`config.mk`:
```
export PLATFORM = sky130hd
export DESIGN_NAME = serial_subtract_ctrl_flat
export DESIGN_NICKNAME = d
export VERILOG_FILES = /design/src/rtl/serial_subtract_ctrl_if.sv /design/src/rtl/serial_subtract_ctrl.sv /design/src/flat_wrapper.sv
export SDC_FILE = /design/constraint.sdc
export NUM_CORES = 1
export LEC_CHECK = 0
export BUFFER_PORTS_ARGS = -buffer_cell sky130_fd_sc_hd__buf_2
export CORE_MARGIN = 2
export CORE_UTILIZATION = 50
export CTS_CLUSTER_DIAMETER = 40
export DETAILED_ROUTE_END_ITERATION = 10
export PLACE_DENSITY = 0.71
export SLEW_MARGIN = 20
export SYNTH_ARGS = -nofsm -noshare
export SYNTH_HDL_FRONTEND = slang
export SYNTH_SLANG_ARGS = --single-unit
export TNS_END_PERCENT = 30
```
`constraint.sdc`:
```
create_clock -name clk -period 1.6 [get_ports clk]
set_clock_uncertainty 0.1 [all_clocks]
set_input_delay 0.08 -clock clk [delete_from_list [all_inputs] [get_ports clk]]
set_output_delay 0.08 -clock clk [all_outputs]
set_load 0.02 [all_outputs]
```
`src/rtl/serial_subtract_ctrl_if.sv`:
```
// Request/response bundle between a requesting datapath and the bit-serial
// subtract controller.
interface serial_subtract_ctrl_if #(
  parameter int WIDTH = 8
);
  logic             start;
  logic [WIDTH-1:0] a;
  logic [WIDTH-1:0] b;
  logic             abort;
  logic             ready;
  logic             busy;
  logic             result_valid;
  logic             result_ack;
  logic [WIDTH-1:0] diff;
  logic             borrow_out;

  modport master (
    output start, a, b, abort, result_ack,
    input  ready, busy, result_valid, diff, borrow_out
  );

  modport slave (
    input  start, a, b, abort, result_ack,
    output ready, busy, result_valid, diff, borrow_out
  );
endinterface

```
`src/rtl/serial_subtract_ctrl.sv`:
```
// Bit-serial a - b: one subtract cell (two cascaded half-subtract stages)
// reused LSB-first over WIDTH cycles, framed by start/ready and valid/ack.
module serial_subtract_ctrl #(
  parameter int WIDTH = 8,
  parameter int CW    = $clog2(WIDTH)
) (
  input logic               clk,
  input logic               rst_n,
  serial_subtract_ctrl_if.slave bus
);

  localparam logic [1:0] IDLE = 2'd0;
  localparam logic [1:0] RUN  = 2'd1;
  localparam logic [1:0] DONE = 2'd2;

  localparam logic [CW-1:0] LAST = CW'(WIDTH - 1);

  logic [1:0]       state;
  logic [WIDTH-1:0] a_sr;
  logic [WIDTH-1:0] b_sr;
  logic [WIDTH-1:0] res_sr;
  logic             br;
  logic [CW-1:0]    cnt;
  logic [WIDTH-1:0] diff_q;
  logic             borrow_q;

  // Shared subtract cell: first half-subtract on a_i/b_i, second folds in br.
  logic d1, b1, d_bit, b2, br_next;
  assign d1      = a_sr[0] ^ b_sr[0];
  assign b1      = ~a_sr[0] & b_sr[0];
  assign d_bit   = d1 ^ br;
  assign b2      = ~d1 & br;
  assign br_next = b1 | b2;

  always_ff @(posedge clk or negedge rst_n) begin
    // NOTE: every register here, datapath included, is cleared on reset so a
    // reset mid-operation leaves no stale partial result behind.
    if (!rst_n) begin
      state    <= IDLE;
      a_sr     <= '0;
      b_sr     <= '0;
      res_sr   <= '0;
      br       <= 1'b0;
      cnt      <= '0;
      diff_q   <= '0;
      borrow_q <= 1'b0;
    end else begin
      // NOTE: non-blocking assignments so every branch reads pre-edge state.
      case (state)
        IDLE: begin
          if (bus.start && !bus.abort) begin
            a_sr  <= bus.a;
            b_sr  <= bus.b;
            br    <= 1'b0;
            cnt   <= '0;
            state <= RUN;
          end
        end

        RUN: begin
          if (bus.abort) begin
            state    <= IDLE;
            br       <= 1'b0;
            cnt      <= '0;
            diff_q   <= '0;
            borrow_q <= 1'b0;
          end else begin
            a_sr   <= a_sr >> 1;
            b_sr   <= b_sr >> 1;
            res_sr <= {d_bit, res_sr[WIDTH-1:1]};
            br     <= br_next;
            cnt    <= cnt + CW'(1);
            if (cnt == LAST) begin
              diff_q   <= {d_bit, res_sr[WIDTH-1:1]};
              borrow_q <= br_next;
              state    <= DONE;
            end
          end
        end

        DONE: begin
          if (bus.abort) begin
            state    <= IDLE;
            diff_q   <= '0;
            borrow_q <= 1'b0;
          end else if (bus.result_ack) begin
            state <= IDLE;
          end
        end

        default: state <= IDLE;
      endcase
    end
  end

  assign bus.ready        = (state == IDLE);
  assign bus.busy         = (state == RUN);
  assign bus.result_valid = (state == DONE);
  assign bus.diff         = diff_q;
  assign bus.borrow_out   = borrow_q;

endmodule

```
`src/flat_wrapper.sv`:
```
// flat-port wrapper written by rule: the top's interface ports become plain ports
module serial_subtract_ctrl_flat 
#(
  parameter int WIDTH = 8,
  parameter int CW    = $clog2(WIDTH)
)
  (clk, rst_n, bus_start, bus_a, bus_b, bus_abort, bus_result_ack, bus_ready, bus_busy, bus_result_valid, bus_diff, bus_borrow_out);
  serial_subtract_ctrl_if #(.WIDTH(WIDTH)) bus_i ();
  input logic clk;
  input logic rst_n;
  input wire logic [$bits(bus_i.start)-1:0] bus_start;
  input wire logic [$bits(bus_i.a)-1:0] bus_a;
  input wire logic [$bits(bus_i.b)-1:0] bus_b;
  input wire logic [$bits(bus_i.abort)-1:0] bus_abort;
  input wire logic [$bits(bus_i.result_ack)-1:0] bus_result_ack;
  output wire logic [$bits(bus_i.ready)-1:0] bus_ready;
  output wire logic [$bits(bus_i.busy)-1:0] bus_busy;
  output wire logic [$bits(bus_i.result_valid)-1:0] bus_result_valid;
  output wire logic [$bits(bus_i.diff)-1:0] bus_diff;
  output wire logic [$bits(bus_i.borrow_out)-1:0] bus_borrow_out;
  assign bus_i.start = bus_start;
  assign bus_i.a = bus_a;
  assign bus_i.b = bus_b;
  assign bus_i.abort = bus_abort;
  assign bus_i.result_ack = bus_result_ack;
  assign bus_ready = bus_i.ready;
  assign bus_busy = bus_i.busy;
  assign bus_result_valid = bus_i.result_valid;
  assign bus_diff = bus_i.diff;
  assign bus_borrow_out = bus_i.borrow_out;
  serial_subtract_ctrl #(.WIDTH(WIDTH), .CW(CW)) u_core (.clk(clk), .rst_n(rst_n), .bus(bus_i));
endmodule
```
Word-level counts from Yosys, hierarchy flattened
Cells that the tools add are included.
Storage, ports and cells
  memory bits (read-only): 0
  memory bits (writable): 0
  input port bits: 21
  logic and storage cells: 61
  bits in latches: 0
  output and inout bits: 12
  bits in registers: 39
  memories: 0
Operators by class
  shift operators: 0
  div/mod/pow operators: 0
  order comparisons: 0
  eq/ne operators: 8
  reductions and logical operators: 10
  $add $sub $neg: 1
  multiply operators: 0
  multiplexer cells: 26
  bitwise operators: 8
Operator list (number)
  $mux W8: 7
  $pmux W8 S2: 3
  $mux W2: 5
  $reduce_and A3 Y1: 3
  $mux W3: 2
  $pmux W2 S3: 1
  $pmux W3 S2: 1
  $mux W1: 5
  $ne A2 B2 Y1 const B: 2
  $pmux W1 S2: 2
  $reduce_and A2 Y1: 2
  $reduce_bool A2 Y1: 2
  $add A3 B1 Y3 const B: 1
  $eq A3 B3 Y1 const B: 1
  $ne A3 B2 Y1 const B: 1
  $ne A3 B3 Y1 const B: 1
  $not A1 Y1: 3
  $and A1 B1 Y1: 2
  $eq A2 B1 Y1 const B: 1
  $eq A2 B2 Y1 const B: 1
  $logic_not A2 Y1: 1
  $ne A2 B1 Y1 const B: 1
  $xor A1 B1 Y1: 2
  $logic_and A1 B1 Y1: 1
  2 further kinds: 2

Logic depth before layout (Yosys ltp)
  depth in word-level cells: 7
  mapped depth: 7
  depth with buffers taken out: 5

Worst setup path after synthesis
No wires, ideal clock.
  path type: reg-to-reg
  start: register u_core.state[0]
  end: register u_core.a_sr[1]
  stages on the path, launching flop included: 7
  required time: 1.372 ns
  data arrival time: 1.675 ns
  period minus slack after synthesis: 1.903 ns
  setup slack: -0.303 ns
  buffers on the path: 1
  library setup time: 0.128 ns
  path through: dfrtp_1 > inv_1 > ha_1 > mux2i_1 > nor2_1 > buf_4 > mux2_1
Between the ends
  word-level cells in the longest chain between the ends: 3
  elaborated cells on any way between the ends: 7
  those cells by class: eq/ne: 3; mux: 1; reduce/logical: 3
RTL lines
  from (decl): RTL line serial_subtract_ctrl.sv:18  | logic [1:0] state;
  from (signal assigned): RTL line serial_subtract_ctrl.sv:39  | state <= IDLE;
  from (signal assigned): RTL line serial_subtract_ctrl.sv:56  | state <= RUN;
  from (signal assigned): RTL line serial_subtract_ctrl.sv:62  | state <= IDLE;
  $logic_not A2 Y1 (*)
  net bus_ready: RTL line flat_wrapper.sv:16  | output wire logic [$bits(bus_i.ready)-1:0] bus_ready;
  $ne A2 B1 Y1 (no line) / $reduce_bool A2 Y1 (equally long branches)
  $reduce_and A3 Y1 (no line)
  to (signal assigned): RTL line serial_subtract_ctrl.sv:52  | a_sr <= bus.a;
  to (signal assigned): RTL line serial_subtract_ctrl.sv:68  | a_sr <= a_sr >> 1;
  to (decl): RTL line serial_subtract_ctrl.sv:19  | logic [WIDTH-1:0] a_sr;
The timed path passes the listed nets; every way through them passes the cells marked *.
A chain may end at the register's enable or synchronous reset.

Final worst setup path
  start: register u_core.state[1]
  end: register u_core.diff_q[7] (netlist: u_core.bus.diff[7])
Between the ends
  word-level cells in the longest chain between the ends: 3
  elaborated cells on any way between the ends: 7
  those cells by class: eq/ne: 4; mux: 1; reduce/logical: 2
RTL lines
  $eq A2 B1 Y1 / $eq A2 B2 Y1 (equally long branches): RTL line serial_subtract_ctrl.sv:49  | case (state)
  $ne A3 B2 Y1 (no line), or another cell as far along
  $reduce_and A3 Y1 (no line)
  to (signal assigned): RTL line serial_subtract_ctrl.sv:74  | diff_q <= {d_bit, res_sr[WIDTH-1:1]};
  to (decl): RTL line serial_subtract_ctrl.sv:24  | logic [WIDTH-1:0] diff_q;
Parallel ways exist; a longest one is shown, timed or not.

==> flow_metrics.py <==
metrics = {
    "cells_and_area": {
        "nFillCells": 292,
        "syn_to_final_growth_pct": 32.7,
        "stdcell_count": 276,
        "finish.utilization_pct": 68.4,
        "diodes": 0,
        "drive_above_1_share_pct": 46.9,
        "layout.nets": 252,
    },
    "floorplan": {
        "num_rows": 23,
        "pin_count": 33,
        "die_w_um": 67.8,
        "die_area_um2": 4590,
        "die_y_um": 67.8,
        "coreArea_um2": 3940,
        "start_util_pct": 51.6,
    },
    "min_path": {
        "worstHoldEndpoint": "u_core.a_sr[0]",
        "worst_hold_path.num_cells": 3,
        "min_path_type": "input pin to register",
        "min_from": "bus_a[0]",
    },
    "power_and_ir_drop": {
        "vdd_drop_max_mv": 1.24,
        "p_per_area_nw_per_um2": 1880,
        "comb_power_share_pct": 53.7,
        "p_int_w": 0.00324,
        "switching_power_w": 0.00184,
        "power_frac_clock_pct": 13.5,
        "p_leak_nw": 1.31,
        "p_seq_share_pct": 32.8,
        "sw_frac_of_total_pct": 36.2,
    },
    "drt": {
        "ant_nets": 0,
        "dr.pass1.iters": 4,
        "viasPerCell": 5.32,
        "post_drt_wl_per_cell_um": 15.4,
        "highest_layer": "met4",
        "wl_met3_um": 168,
        "drt_iter0_drc": 47,
        "wl_met2_um": 2260,
        "vias": 1469,
        "drc": 0,
        "drt_wl_total_um": 4240,
        "wl_met1_um": 1800,
    },
    "sta": {
        "slew_headroom_pct": 66.3,
        "worst_slew_pin_slew_ps": 506,
        "period_share_pct": 108,
        "setup_ws_ps": -136,
        "setup_violations": 23,
        "finalCriticalPeriod_ps": 1740,
        "hold_violations": 0,
        "drv_slew": 0,
        "rsz0062_at_grt": "yes",
        "fmax_mhz": 576,
    },
    "placed_design": {
        "placedCellCount": 264,
        "dp_hpwl_um": 2820,
        "numPortBuffers": 32,
        "place_congestion": 0.721,
    },
    "synthesis": {
        "synth_edf_count": 0,
        "yosysMostFrequentCell": "dfrtp_1",
        "ys_warn_count": 0,
        "seq_area_frac_synth_pct": 46.8,
        "synth.avg_cell_area_um2": 11.8,
        "ys_seq_elements": 38,
        "yosysTopAreaCellShare_pct": 46.8,
        "post_synth_instance_area_um2": 2030,
        "syn_inst": 173,
        "yosys-top-cells-area": "dfrtp_1 (47%), mux2_1 (8.3%), mux2_2 (7.2%), o311ai_2 (7.2%), nor2b_1 (4.0%)",
        "synth_common_cells": "dfrtp_1 (38), mux2_1 (15), inv_1 (14), mux2_2 (13), nor2b_1 (13)",
        "syn_nets": 200,
        "synthArstFlopShare_pct": 100,
        "synth_flop_cell": "dfrtp_1",
        "synth_top_cell_by_area": "dfrtp_1",
        "ys_types": 28,
    },
    "global_route": {
        "antenna_found_initial": 0,
        "grt_max_degree": 23,
        "grt_overflow_total": 0,
        "grt_pass1_wl_um": 7050,
        "grt_pass1_vias": 1509,
        "track_usage_pct": 21.1,
    },
    "setup_path": {
        "crit-reg2reg-launch": "u_core.state[1]",
        "crit_slowest_cell": "dfrtp_1",
        "max_stage_delay_ps": 390,
        "critPathKind": "register to register",
        "cp_data_required_time_ps": 1690,
        "cp.arrival_ps": 1830,
        "timing.rr.end": "u_core.bus.diff[7]",
        "r2r_slack_ps": -140,
        "cp-end-kind": "register",
        "cp-start-kind": "register",
        "r2r_cells": 6,
        "worst-path-buf-inv": 2,
        "path_max_fanout": 6,
        "worstPathCellList": "inv_2 -> ha_4 -> nor2b_4 -> or3b_4 -> buf_8 -> o311ai_2",
        "crit_family": "simple AND/OR/NAND/NOR gates",
    },
    "clock_network": {
        "clock-sinks": 38,
        "clk_latency_ps": 290,
        "h-tree-depth": 2,
        "clk_pin_slew_ps": 70,
        "clockBufferDepth": 2,
        "root_buffer": "clkbuf_8",
        "cts_buffers": 5,
        "tritoncts": "done",
    },
    "status": {
        "outcome": "finished, violations left",
        "violations": "setup timing",
    },
    "run": {
        "drv_cap": 0,
    },
}
## final cells by class
cell class	count	area [um2]	area share (%)
Multi-Input combinational cell	111	1160	42.9
Timing Repair Buffer	55	378	14.0
Tap cell	50	62.6	2.32
Clock inverter	2	12.5	0.464
Sequential cell	38	952	35.3
Clock buffer	6	82.6	3.06
Inverter	14	52.6	1.95
## kinds of logic after synthesis
kind of cell | count (synthesis) | share of synthesized area [%]
buffers and inverters | 24 | 5.60
muxes | 32 | 17.5
DFF | 38 | 46.8
and+or+nand+nor | 35 | 10.0
adders and majority gates | 6 | 4.06
AOI/OAI and AO/OA | 38 | 16.1
## routing by layer
layer,vias to the layer above,global-route usage [%]
met5,-,0
met2,28,35.7
met3,2,6.33
met4,0,6.25
met1,720,26.0
li1,719,-
## registers in the layout, summed over array words and instances (netlist names)
name and cells:
u_core.a_sr 8, u_core.b_sr 8, u_core.br 1, u_core.bus.borrow_out 1, u_core.bus.diff 8, u_core.cnt 3
u_core.res_sr 7, u_core.state 2
## power by group through the flow
stage	registers [W]	clock network (W)	logic (W)
detailed placement	0.00166	0	0.00222
CTS	0.00165	0.000703	0.00259
global route	0.00172	0.000749	0.00296
finish	0.00166	0.000684	0.00273
global placement	0.00162	0	0.00213
floorplan	0.00172	0	0.00148
## cells in the final DEF (no fill, tap or decap), types with 2 or more instances in the layout
master      n
dfrtp_1    37
buf_2      31
mux2_4     18
buf_4      18
inv_1      12
nor2b_1    12
nand2b_1   11
o21ai_0     9
mux2_1      7
nand2_1     7
o21ai_1     7
clkbuf_8    6
o311ai_2    5
mux2i_1     4
o311ai_4    4
a22o_1      3
mux2_2      3
ha_4        3
inv_2       2
a31oi_1     2
o2bb2ai_1   2
buf_6       2
buf_12      2
## worst max-delay path by stage
stage	startpoint	to	cells past startpoint	slack, ps
after floorplan	u_core.state[0]	u_core.state[0]	6	-180
after global placement	u_core.state[0]	u_core.bus.diff[2]	5	-100
after detailed placement	u_core.state[0]	u_core.bus.diff[0]	5	-190
after CTS	u_core.state[0]	u_core.bus.diff[6]	5	-140
after global routing	u_core.state[1]	u_core.bus.diff[6]	6	-190
final	u_core.state[1]	u_core.bus.diff[7]	6	-140
## worst min-delay path, delay by kind of cell
kind,cells,cell delay (ps)
mux,2,190
buf+inv,1,80
## metrics by stage
stage | setup TNS [ps] | hold WS (ps) | worst slack (ps) | total power, W | instance area (um2)
after floorplan | -3600 | -316 | -182 | 0.00321 | 2070
after global placement | -1450 | -36.5 | -101 | 0.00375 | 2400
after detailed placement | -2780 | -19.4 | -188 | 0.00388 | 2400
after CTS | -2210 | 5.43 | -144 | 0.00494 | 2630
after global routing | -3240 | 25.3 | -186 | 0.00543 | 2700
final | -2010 | 11.1 | -136 | 0.00507 | 2700
## what timing repair did
| item | CTS | global route |
|---|---|---|
| endpoints found under the hold margin | 20 | 0 |
| endpoints found under the setup margin | 28 | 30 |
| setup buffers | 0 | 2 |
| gates cloned | 1 | 0 |
| hold buffers | 1 | 0 |
| gates resized for setup | 27 | 10 |
(Power assumes the default switching activity.)
